<file path="src/rtl/demux_t_t_t_1.sv">
// Temporal (race-logic) demultiplexer.
// The arrival tick of the select edge chooses which output line carries the
// data edge. The chosen output rises at the causal time max(tx, ts) and stays
// high until the next gamma-cycle reset.
//
// Ports:
//   clk          block clock
//   grst         gamma-cycle reset, asynchronous active-high; its release starts a cycle
//   x            temporal data input (rising-edge encoded)
//   select_line  temporal select input (rising-edge encoded)
//   outputs      temporal outputs, at most one bit rises per gamma cycle
//   sel_time     captured select arrival time
//   sel_valid    sel_time holds a finite captured time
//   range_err    select arrived in the window but ts >= NUM_OUTPUTS
//   done         gamma window closed (tick reached GAMMA_CYCLE_WIDTH)
module demux_t_t_t_1 #(
    parameter int unsigned GAMMA_CYCLE_WIDTH = 16,
    parameter int unsigned NUM_OUTPUTS       = GAMMA_CYCLE_WIDTH
) (
    input  logic                                      clk,
    input  logic                                      grst,
    input  logic                                      x,
    input  logic                                      select_line,
    output logic [NUM_OUTPUTS-1:0]                    outputs,
    output logic [$clog2(GAMMA_CYCLE_WIDTH+1)-1:0]    sel_time,
    output logic                                      sel_valid,
    output logic                                      range_err,
    output logic                                      done
);

    localparam int unsigned TW = $clog2(GAMMA_CYCLE_WIDTH + 1);

    typedef enum logic {
        S_RUN  = 1'b0,
        S_DONE = 1'b1
    } state_t;

    state_t                 state_q, state_d;
    logic [TW-1:0]          tick_q, tick_d;
    logic                   x_seen_q, x_seen_d;
    logic [TW-1:0]          tx_q, tx_d;
    logic                   sel_valid_q, sel_valid_d;
    logic [TW-1:0]          sel_time_q, sel_time_d;
    logic                   range_err_q, range_err_d;
    logic                   done_q, done_d;
    logic [NUM_OUTPUTS-1:0] outputs_q, outputs_d;

    // Arrival times as seen at this edge: captured value, or the current tick
    // if the line is arriving right now.
    logic                   x_now, s_now;
    logic [TW-1:0]          tx_eff, ts_eff, fire_time;

    // State register
    always_ff @(posedge clk or posedge grst) begin
        if (grst) begin
            state_q     <= S_RUN;
            tick_q      <= '0;
            x_seen_q    <= 1'b0;
            tx_q        <= '0;
            sel_valid_q <= 1'b0;
            sel_time_q  <= '0;
            range_err_q <= 1'b0;
            done_q      <= 1'b0;
            outputs_q   <= '0;
        end else begin
            state_q     <= state_d;
            tick_q      <= tick_d;
            x_seen_q    <= x_seen_d;
            tx_q        <= tx_d;
            sel_valid_q <= sel_valid_d;
            sel_time_q  <= sel_time_d;
            range_err_q <= range_err_d;
            done_q      <= done_d;
            outputs_q   <= outputs_d;
        end
    end

    // Next-state: capture arrivals and fire the selected output in RUN
    always_comb begin
        state_d     = state_q;
        tick_d      = tick_q;
        x_seen_d    = x_seen_q;
        tx_d        = tx_q;
        sel_valid_d = sel_valid_q;
        sel_time_d  = sel_time_q;
        range_err_d = range_err_q;
        done_d      = done_q;
        outputs_d   = outputs_q;

        x_now     = x_seen_q | x;
        s_now     = sel_valid_q | select_line;
        tx_eff    = x_seen_q ? tx_q : tick_q;
        ts_eff    = sel_valid_q ? sel_time_q : tick_q;
        fire_time = (tx_eff > ts_eff) ? tx_eff : ts_eff;

        case (state_q)
            S_RUN: begin
                if (x && !x_seen_q) begin
                    x_seen_d = 1'b1;
                    tx_d     = tick_q;
                end
                if (select_line && !sel_valid_q) begin
                    sel_valid_d = 1'b1;
                    sel_time_d  = tick_q;
                    if (32'(tick_q) >= NUM_OUTPUTS) begin
                        range_err_d = 1'b1;
                    end
                end
                // Fire exactly once, at the edge where the later of the two lines lands.
                if (x_now && s_now && (tick_q == fire_time)) begin
                    for (int i = 0; i < int'(NUM_OUTPUTS); i++) begin
                        if (32'(ts_eff) == 32'(i)) begin
                            outputs_d[i] = 1'b1;
                        end
                    end
                end
                tick_d = tick_q + TW'(1);
                if (tick_q == TW'(GAMMA_CYCLE_WIDTH - 1)) begin
                    state_d = S_DONE;
                    done_d  = 1'b1;
                end
            end
            S_DONE: begin
                // Window closed: everything frozen until grst.
            end
            default: begin
                state_d = S_DONE;
            end
        endcase
    end

    assign outputs   = outputs_q;
    assign sel_time  = sel_time_q;
    assign sel_valid = sel_valid_q;
    assign range_err = range_err_q;
    assign done      = done_q;

endmodule

</file>
<file path="config.mk">
export PLATFORM = sky130hd
export DESIGN_NAME = demux_t_t_t_1
export DESIGN_NICKNAME = d
export VERILOG_FILES = /design/src/rtl/demux_t_t_t_1.sv
export SDC_FILE = /design/constraint.sdc
export NUM_CORES = 1
export LEC_CHECK = 0
export CAP_MARGIN = 15
export CORE_MARGIN = 2
export CORE_UTILIZATION = 40
export DETAILED_ROUTE_END_ITERATION = 8
export MAX_ROUTING_LAYER = met4
export SLEW_MARGIN = 15
export SYNTH_ARGS = -nofsm -noshare
export SYNTH_HDL_FRONTEND = slang
export SYNTH_SLANG_ARGS = --single-unit
</file>
<file path="constraint.sdc">
create_clock -name clk -period 6.5 [get_ports clk]
set_input_delay 0.975 -clock clk [delete_from_list [all_inputs] [get_ports clk]]
set_output_delay 0.975 -clock clk [all_outputs]
set_load 0.1 [all_outputs]
</file>
==> flow_summary_export.csv, run 1 <==
group,metric,value,unit
detailed_routing,ant_nets,0,
synth,ys_seq_elements,36,
pwr,p_seq_share,30.0,%
detailed_routing,finalWirelength,4.24,mm
worst_hold_path,min_from,"done",
pwr,power.switching,0.508,mW
pwr,p_leak,1.16,nW
detailed_routing,drc,0,
global_routing,grt-ovfl-total,0,
clock_network,post_cts_resized,0,
global_routing,grt_pass1_vias,1456,
setup_path,worstSetupStartpointType,"flop",
synth,synth_cells,183,
clock_network,clock_latency,280,ps
setup_path,worst-setup-path-type,"flop to flop",
clock_network,clock-sinks,36,
finish,final_util,49.6,%
sta,fin_crit,3540,ps
synth,ys_seq_area_share,46.5,%
sta,setup_viol,0,
detailed_routing,vias_per_cell,5.65,
sta,clock.fmax,283,MHz
clock_network,htreeDepth,2,
setup_path,r2r_start,"sel_valid",
synth,syn_area,1940,µm²
sta,rsz0062_at_grt,"false",
place,place_hpwl,3.13,mm
clock_network,clkSlewWorstSetupHoldPaths,70,ps
floorplanning,fp.dieW,73.6,µm
synth,syn-num-nets,194,
worst_hold_path,hold_class,"flop to flop",
sta,maxSlewViolCount,0,
pwr,switching_share,50.0,%
detailed_routing,detail_route.wl_per_cell,16.1,µm
finish,insertedDiodeCount,0,
setup_path,cp_data_arrival_time,3760,ps
sta,relSlewSlack,34.6,%
pwr,irDropWorstVdd,0.200,mV
clock_network,post_cts_buffers,0,
floorplanning,rows,25,
detailed_routing,drt-initial-drc-count,129,
floorplanning,fp.dieArea,5420,µm²
setup_path,reg2reg_to,"outputs[15]",
sta,clock_skew,3.92,ps
status,outcome,"finished clean",
synth,async_flop_share,100,%
finish,postLayoutCellArea,2330,µm²
global_routing,grt_usage,17.9,%
finish,final_cells,263,
clock_network,numCtsBuffers,5,
finish,final-seq-area,901,µm²
finish,drive_gt1_share,13.9,%
sta,fin_setup_tns,0,ps
finish,nFillCells,454,
clock_network,ctsHoldBuffers,0,
floorplanning,start_util,41.3,%
worst_hold_path,holdPathEnd,"done",
sta,finalCritPeriodShare,54.4,%
finish,multi_input_area,946,µm²
sta,tightest_slew,978,ps
place,io_buffers,27,
setup_path,worstSetupEndpointType,"flop",
sta,whs,457,ps
job,max-cap-violations,0,
synth,ys_warn_count,0,
sta,report.final.hold_viol_count,0,
pwr,intPower,0.508,mW
synth,synth_edf_count,0,
synth,syn-mean-instance-area,10.6,µm²
pwr,power_frac_comb,53.3,%
setup_path,path_max_fanout,16,
global_routing,grt_max_degree,37,
setup_path,reg2reg_depth,8,
clock_network,clock-root-buffer,"clkbuf_8",
detailed_routing,num_vias,1485,
pwr,powerDensity,437,nW/µm²
synth,yosysUniqueCellTypes,41,
pwr,pwr-share-clk,16.7,%
floorplanning,chipHeight,73.6,µm
global_routing,grt_pass1_wl,7.11,mm
clock_network,cts_max_path_buffers,2,
finish,layout.nets,220,
place,gp_congestion,0.838,
setup_path,required,6720,ps
synth,ys.flop_type,"dfrtp_1",
floorplanning,ios,28,
floorplanning,coreArea,4690,µm²
finish,area_growth,20.0,%
clock_network,cts_tree,"built",
global_routing,antenna_found_initial,0,
worst_hold_path,hold_depth,1,
setup_path,r2r_setup_slack,2960,ps
place,placedCellCount,256,
place,place_area,2230,µm²
detailed_routing,dr.pass1.iters,4,
[sequential cells by signal (all words and copies together), names as in the netlist]
name,cells
outputs,16
sel_time,5
tick_q,5
sel_valid,1
done,1
x_seen_q,1
tx_q,5
range_err,1
state_q,1
[how the worst max path moves through the flow]
stage / startpoint / end / slack (ps) / depth (start not counted)
finish: sel_valid / outputs[15] / 2960 / 8
global route: sel_valid / outputs[15] / 2720 / 8
CTS: sel_valid / outputs[15] / 2990 / 8
detailed placement: sel_valid / outputs[15] / 3000 / 8
global placement: sel_valid / outputs[15] / 3100 / 8
floorplan: sel_valid / outputs[10] / 3030 / 10
[metrics by stage]
step	worst slack [ps]	total power [mW]
after global routing	2720	1.07
after CTS	2990	1.02
after floorplan	3030	0.728
after detailed placement	3000	0.850
final	2960	1.02
after global placement	3100	0.842
[layer usage]
layer,global-route usage [%],share of wire [%],vias up
met5,-,0,-
met4,4.85,1.3,0
met3,4.53,3.8,5
met2,26.8,47,34
met1,24.1,48,746
li1,-,-,700
[worst max-delay path, cell delays in order (launching register included)]
cell	delay, ps
dfrtp_1	670
mux2i_1	500
ha_1	350
and4_4	220
a221o_1	420
mux2i_1	210
nand4_1	150
nor3_2	720
a21o_1	220
[synth_stat cells, types with 2 or more instances]
cell type,instances,share of area (%)
buf_6,2,1.2
xor2_1,4,1.8
clkbuf_1,3,0.58
a21o_1,19,7.4
nand4_1,3,0.97
nand2_1,10,1.9
nor2_1,14,2.7
o311ai_1,2,0.90
buf_2,4,1.0
and3_1,2,0.65
nor3b_1,2,0.77
mux2i_1,4,2.1
ha_1,7,4.5
xnor2_1,7,3.2
or2_2,3,0.97
o21ai_0,5,1.3
nand2b_1,2,0.65
o22ai_1,2,0.65
mux2_2,14,8.1
nor2b_1,2,0.65
dfrtp_1,36,46
nor3_1,4,1.0
a311oi_1,2,0.90
nand3_1,5,1.3
inv_1,9,1.7
[area by class of cell]
cell class	instances	share of cell area, %
Clock buffer	7	4.14
Inverter	10	1.61
Multi-Input combinational cell	128	40.7
Sequential cell	36	38.7
Tap cell	54	2.90
Timing Repair Buffer	28	11.9
[power groups by stage]
stage / Sequential [mW] / Combinational (mW) / Clock [mW]
5_1_grt: 0.313 / 0.569 / 0.184
3_5_place_dp: 0.310 / 0.540 / 0
3_3_place_gp: 0.308 / 0.534 / 0
6_report: 0.305 / 0.542 / 0.170
4_1_cts: 0.306 / 0.542 / 0.174
2_1_floorplan: 0.572 / 0.156 / 0
[logic make-up (layout without fill, tap and decap cells)]
group / Yosys count / in the layout / share of synthesized area (%)
and+or+nand+nor: 51 / 51 / 13.4
AOI/OAI and AO/OA: 41 / 41 / 15.8
DFF: 36 / 36 / 46.5
buffers and inverters: 19 / 45 / 4.71
xor gates and xnor gates: 11 / 11 / 4.97
muxes: 18 / 18 / 10.2
adders and majority gates: 7 / 7 / 4.52
[layout by cell type (no fill, tap or decap), types with 5 or more instances in the layout]
cell type        netlist  layout
a21o_1                19      19
clkbuf_8               0       7
clkdlybuf4s50_1        0      27
dfrtp_1               36      36
ha_1                   7       7
inv_1                  9       9
mux2_2                14      14
nand2_1               10      10
nand3_1                5       5
nor2_1                14      14
o21ai_0                5       5
xnor2_1                7       7
No activity file was read; power rests on OpenSTA's default activity.
==> run 2: changes to the inputs <==
==> constraint.sdc (replaced) <==
create_clock -name clk -period 3.65 [get_ports clk]
set_input_delay 0.5475 -clock clk [delete_from_list [all_inputs] [get_ports clk]]
set_output_delay 0.5475 -clock clk [all_outputs]
set_load 0.1 [all_outputs]
==> run 2 against run 1 <==
Final area rose by 0.59%. Via count fell by 1.8%. Clock power rose by 80%. Global-route usage rose by 0.57 points. Total power rose by 79%. Cell count rose by 0.38%. Non-clock buffer count rose by 1.
==> flow_summary_export.csv, run 2 (synthesized netlist as in run 1, its figures left out) <==
group,metric,value,unit
finish,area_growth,20.7,%
detailed_routing,ant_nets,0,
sta,fin_crit,3340,ps
clock_network,htreeDepth,2,
setup_path,worstSetupStartpointType,"flop",
worst_hold_path,holdPathEnd,"outputs[9]",
floorplanning,fp.dieW,73.6,µm
clock_network,post_cts_buffers,0,
clock_network,cts_max_path_buffers,2,
floorplanning,fp.dieArea,5420,µm²
sta,tightest_slew,975,ps
finish,drive_gt1_share,14.3,%
sta,fin_setup_tns,0,ps
setup_path,cp_data_arrival_time,3560,ps
worst_hold_path,min_from,"outputs[9]",
detailed_routing,num_vias,1459,
worst_hold_path,hold_class,"flop to flop",
setup_path,worstSetupEndpointType,"flop",
status,outcome,"finished clean",
place,gp_congestion,0.874,
pwr,p_leak,1.16,nW
global_routing,grt_pass1_vias,1465,
sta,clock.fmax,299,MHz
clock_network,cts_tree,"built",
sta,relSlewSlack,34.8,%
detailed_routing,drc,0,
sta,clock_skew,6.36,ps
finish,layout.nets,221,
sta,rsz0062_at_grt,"false",
sta,maxSlewViolCount,0,
setup_path,worst-setup-path-type,"flop to flop",
global_routing,grt_usage,18.4,%
floorplanning,coreArea,4690,µm²
finish,largest_reg_flops,16,
setup_path,reg2reg_depth,8,
finish,postLayoutCellArea,2340,µm²
detailed_routing,detail_route.wl_per_cell,16.2,µm
floorplanning,ios,28,
pwr,powerDensity,778,nW/µm²
floorplanning,rows,25,
setup_path,reg2reg_to,"outputs[15]",
sta,report.final.hold_viol_count,0,
setup_path,r2r_start,"sel_valid",
job,max-cap-violations,0,
detailed_routing,finalWirelength,4.27,mm
finish,final_cell_mix,"dfrtp_1, clkdlybuf4s50_1, a21o_1",
clock_network,clkSlewWorstSetupHoldPaths,70,ps
clock_network,clock-root-buffer,"clkbuf_8",
worst_hold_path,hold_depth,1,
finish,final_cells,264,
clock_network,clock_latency,290,ps
floorplanning,start_util,41.3,%
place,placedCellCount,257,
detailed_routing,drt-initial-drc-count,172,
clock_network,numCtsBuffers,5,
global_routing,grt_max_degree,37,
global_routing,antenna_found_initial,0,
setup_path,startpoint,"sel_valid",
setup_path,r2r_setup_slack,310,ps
setup_path,required,3870,ps
setup_path,path_max_fanout,16,
place,place_hpwl,3.10,mm
place,io_buffers,27,
finish,insertedDiodeCount,0,
sta,finalCritPeriodShare,91.5,%
global_routing,grt_pass1_wl,7.40,mm
sta,whs,455,ps
sta,setup_viol,0,
global_routing,grt-ovfl-total,0,
clock_network,clock-sinks,36,
detailed_routing,dr.pass1.iters,4,
pwr,irDropWorstVdd,0.395,mV
finish,layout_commonest_cell,"dfrtp_1",
place,place_area,2240,µm²
detailed_routing,vias_per_cell,5.53,
floorplanning,chipHeight,73.6,µm
-- run 2: worst max path at each step --
stage	end	slack (ps)	depth (start not counted)
final	outputs[15]	310	8
after global routing	outputs[2]	50	8
after CTS	outputs[15]	110	8
after detailed placement	outputs[15]	160	8
after global placement	outputs[15]	270	8
after floorplan	outputs[10]	180	10
-- run 2: metal layers --
| layer | vias to the layer above | GRT usage (%) | share of wire [%] |
|---|---|---|---|
| li1 | 699 | - | - |
| met1 | 722 | 25.6 | 49 |
| met2 | 31 | 26.2 | 46 |
| met3 | 7 | 3.84 | 2.9 |
| met4 | 0 | 7.47 | 1.4 |
| met5 | - | - | 0 |
-- run 2: power breakdown --
part	total, mW	switching [mW]	leakage (nW)	internal (mW)
registers	0.543	0.0663	0.454	0.477
clock network	0.306	0.138	0.0503	0.168
logic	0.970	0.710	0.659	0.260
total	1.82	0.914	1.16	0.905
-- run 2: layout make-up --
class,instances,area (µm²)
multi-input cells,128,952
fillers,447,2350
repair buffers,29,285
well taps,54,67.6
flip-flops and latches,36,901
clock buffers,7,96.3
inverters,10,37.5
-- run 2: per-stage QoR --
stage	util (%)	total power [mW]	setup slack (ps)
final	49.9	1.82	309
after global routing	49.9	1.91	50.1
after CTS	49.7	1.82	107
after detailed placement	47.7	1.51	162
after global placement	47.7	1.50	268
after floorplan	-	1.30	180
-- run 2: worst max-delay path, stage by stage (launching register included) --
cell and delay, ps:
dfrtp_1 680, mux2i_1 510, ha_1 370, and4_4 230
a221o_1 420, mux2i_1 180, nand4_1 170, nor3_4 500
a21o_1 200
-- run 2: what timing repair did --
action | CTS | global route
gates resized for setup | 0 | 1
hold buffers | 0 | 0
endpoints found under the setup margin | 0 | 16
